===== config.mk =====
export PLATFORM = sky130hd
export DESIGN_NAME = sr_cmd_sequencer
export DESIGN_NICKNAME = d
export VERILOG_FILES = /design/src/rtl/sr_cmd_sequencer.sv
export SDC_FILE = /design/constraint.sdc
export NUM_CORES = 1
export LEC_CHECK = 0
export CORE_AREA = 2 2 39 41
export CTS_CLUSTER_DIAMETER = 150
export DETAILED_ROUTE_END_ITERATION = 10
export DIE_AREA = 0 0 41 43
export PLACE_DENSITY = 0.45
export SYNTH_ARGS = -nofsm -noshare
export SYNTH_HDL_FRONTEND = slang
export SYNTH_SLANG_ARGS = --single-unit

===== constraint.sdc =====
create_clock -name clk -period 1.1 [get_ports clk]
set_input_delay 0.165 -clock clk [delete_from_list [all_inputs] [get_ports clk]]
set_output_delay 0.165 -clock clk [all_outputs]
set_load 0.01 [all_outputs]

===== src/rtl/sr_cmd_sequencer.sv =====
// sr_cmd_sequencer: set/clear command sequencer driving an SR flip-flop's S and R inputs with a hold time and a dead-time gap; define SR_SEQ_VERIFY_EN to add the Q feedback check (q_i, err_o)
module sr_cmd_sequencer #(
  parameter int HOLD_CYCLES = 1,
  parameter int GAP_CYCLES  = 1
) (
  input  logic clk,
  input  logic rst_n,
  input  logic cmd_valid_i,
  input  logic cmd_op_i,
  output logic cmd_ready_o,
  output logic s_o,
  output logic r_o,
  output logic busy_o,
  output logic done_o,
`ifdef SR_SEQ_VERIFY_EN
  output logic q_exp_o,
  input  logic q_i,
  output logic err_o
`else
  output logic q_exp_o
`endif
);
  localparam int MX = (HOLD_CYCLES > GAP_CYCLES) ? HOLD_CYCLES : GAP_CYCLES;
  localparam int CW = $clog2(MX + 1);
  typedef enum logic [1:0] {IDLE, DRIVE, GAP} state_t;
  state_t state_q, state_d;
  logic [CW-1:0] cnt_q, cnt_d;
  logic op_q, op_d, s_q, s_d, r_q, r_d, busy_q, busy_d, done_q, done_d, qexp_q, qexp_d;
  assign cmd_ready_o = state_q == IDLE;
  assign s_o         = s_q;
  assign r_o         = r_q;
  assign busy_o      = busy_q;
  assign done_o      = done_q;
  assign q_exp_o     = qexp_q;
  // next state; S/R/Busy are decoded from the next state so they leave a flop
  always_comb begin
    state_d = state_q;
    cnt_d   = cnt_q;
    op_d    = op_q;
    qexp_d  = qexp_q;
    done_d  = 1'b0;
    if (state_q == IDLE) begin
      if (cmd_valid_i) begin
        op_d    = cmd_op_i;
        cnt_d   = CW'(HOLD_CYCLES - 1);
        state_d = DRIVE;
      end
    end else if (cnt_q != '0) begin
      cnt_d = cnt_q - CW'(1);
    end else if (state_q == DRIVE) begin
      qexp_d  = op_q;
      state_d = (GAP_CYCLES == 0) ? IDLE : GAP;
      done_d  = GAP_CYCLES == 0;
      cnt_d   = (GAP_CYCLES == 0) ? '0 : CW'(GAP_CYCLES - 1);
    end else begin
      state_d = IDLE;
      done_d  = 1'b1;
    end
    s_d    = (state_d == DRIVE) &  op_d;
    r_d    = (state_d == DRIVE) & ~op_d;
    busy_d = state_d != IDLE;
  end
  // state and registered outputs; reset clears S/R immediately
  always_ff @(posedge clk or negedge rst_n) begin
    if (!rst_n) begin
      state_q <= IDLE;
      cnt_q   <= '0;
      op_q    <= 1'b0;
      s_q     <= 1'b0;
      r_q     <= 1'b0;
      busy_q  <= 1'b0;
      done_q  <= 1'b0;
      qexp_q  <= 1'b0;
    end else begin
      state_q <= state_d;
      cnt_q   <= cnt_d;
      op_q    <= op_d;
      s_q     <= s_d;
      r_q     <= r_d;
      busy_q  <= busy_d;
      done_q  <= done_d;
      qexp_q  <= qexp_d;
    end
  end
`ifdef SR_SEQ_VERIFY_EN
  logic err_q;
  assign err_o = err_q;
  // compare real Q against expectation at the end of each Done cycle; sticky
  always_ff @(posedge clk or negedge rst_n) begin
    if (!rst_n) err_q <= 1'b0;
    else if (done_q) err_q <= err_q | (q_i != qexp_q);
  end
`endif
endmodule

==> results.md <==
- Max-cap viol count: 0
- Worst ir drop on vdd: 0.573 mV
- FF+latch area: 200 um2
- Remaining Overflow, GRT: 0
- Commonest non-fill, non-tap cell in the layout: dfrtp_1
- WL per Instance: 9.36 um
- CP Capture Type: flip-flop
- Status: complete, but fails checks
- 1st-pass router iterations: 3
- Clock Tree Root: clkbuf_4
- Via count: 182
- Mapped Nets: 22
- Post-synthesis cell type count: 9
- DRT iter0 DRCs: 4
- RSZ-0062 raised after global routing: true
- Max-slew headroom: 76.5%
- Hold Path Class: in2async
- Failing checks: negative setup slack
- CTS sink cnt: 8
- Layout fillers: 137
- Clock Path Buffers: 2
- Initial antenna violation count: 0
- Core ar.: 0.00138 mm2
- Number of synthesized register bits: 8
- Worst EP required: 1.23 ns
- Fin nets: 40
- Final min period: 1.19 ns
- CTS tree: yes
- Static Leakage: 0.000227 uW
- Antenna Nets Post-Route: 0
- Largest net degree at the start of global routing: 9
- Sequential-to-total area share from yosys stat: 71.1%
- Chip width: 41 um
- Worst Path Class, Setup: reg2reg
- Multi-input gate area: 86.3 um2
- ANT cells: 0
- DIE HEIGHT: 43 um
- Worst EP arrival: 1.32 ns
- Fraction of layout cells with a size suffix above 1: 38.2%
- Clock Skews: 0.00347 ns
- Drt total wl: 468 um
- CTS buffer count: 3
- Fin util: 32.7%
- Part of the cycle the worst path needs: 108%
- H-tree depth: 1
- Endpoints failing hold: 0
- Max frequency: 841 MHz
- Initial core utilization: 20.3%
- Syn-to-layout area delta: 60.9%
- Mapped Area: 282 um2
- Crit-path max FO: 3
- PortBufs: 9
- GPL Wtd Cong: 0.739
- Pwr/cell area: 1790 mW/mm2
- Commonest cells after routing, fill and taps aside: dfrtp_1, dlygate4sd2_1
- Max Slew Vio Count: 0
- FP Rows: 14
- Yosys warning count: 0
- Post-Syn Instances: 18
- Setup violators final: 1
- First-pass GRT wire length: 765 um
- Vias in the first global route: 206
- Worst Max-Slew Pin Slew: 0.352 ns
- Total power: 812 uW
- # IOs: 10
- Via density: 3.64
- R2r setup slk: -0.09 ns
- Synthesized area per cell: 15.6 um2
- CP Launch Type: flip-flop
- DRC Markers: 0
- Setup WS post-layout: -0.0893 ns
- Worst skew pair latency: 0.25 ns
- Global-route usage over all layers: 6.80%
- Reg clk slew, reported paths: 0.05 ns
- Worst reg2reg startpoint: state_q[1]
- Die area: 0.00176 mm2
- Setup crit start: state_q[1]
-- worst paths after layout --
| kind | to | depth (start not counted) |
|---|---|---|
| worst min-delay path | q_exp_o | 1 |
| worst min register to register | q_exp_o | 1 |
| worst max-delay path | op_q | 3 |
| max in group asynchronous | state_q[0] | 1 |
| worst max register to register | op_q | 3 |
| min in group clk | r_o | 2 |
-- metal layers --
layer | global-route usage (%) | wire length (um)
met5 | 0 | 0
met4 | 6.00 | 0
met3 | 3.14 | 46
met2 | 10.0 | 243
met1 | 6.64 | 178
-- cells by family (layout without fill, tap and decap cells) --
group,Yosys count,in the layout,share of synthesized area [%]
and+or+nand+nor,7,7,18.2
DFF,8,8,71.1
buffers and inverters,1,17,1.33
muxes,2,2,9.33
-- power by group --
group | leakage, uW | internal, uW | switching (uW)
registers | 0.000101 | 348 | 24.6
logic | 0.000112 | 141 | 83.9
clock network | 0.0000138 | 124 | 90.3
total | 0.000227 | 613 | 199
-- synthesized netlist by cell type --
cell type	instances	share of area (%)
clkbuf_1	1	1.3
mux2_4	1	5.3
mux2_1	1	4.0
nor2b_1	1	2.2
and2_1	1	2.2
nor3b_4	1	6.7
dfrtp_1	8	71
nor2b_2	1	3.1
nor2_1	3	4.0
-- through the flow --
step | setup WS (ns) | area, um2 | hold WS, ns | cells | TNS, ns
after floorplan | 0.0181 | 282 | -0.131 | 18 | 0
after global placement | -0.218 | 410 | 0.468 | 45 | -0.453
after detailed placement | -0.241 | 410 | 0.467 | 45 | -0.495
after CTS | -0.0784 | 437 | 0.199 | 49 | -0.0784
after global routing | -0.0990 | 453 | 0.222 | 50 | -0.117
final | -0.0893 | 453 | 0.191 | 50 | -0.0893
-- worst max-delay path, cell delays in order, from the launching register on --
cell	delay, ns
dfrtp_1	0.39
buf_6	0.14
nor3b_4	0.23
mux2_4	0.32
-- cell type report --
type / count / area share (%)
Sequential cell: 8 / 44.2
Tap cell: 16 / 4.42
Clock buffer: 3 / 4.97
Multi-Input combinational cell: 9 / 19.1
Timing Repair Buffer: 14 / 27.3
-- repair_timing --
item	in CTS	in global routing
buffers inserted	1	1
gates resized for setup	11	2
gates cloned	0	0
hold buffers	0	0
pin swaps	1	0
setup endpoints to repair	8	4
-- sequential cells by signal (all words and copies together), names as in the netlist --
register	flops
state_q	2
q_exp_o	1
op_q	1
busy_o	1
s_o	1
done_o	1
r_o	1
No activity file was read; power rests on OpenSTA's default activity.
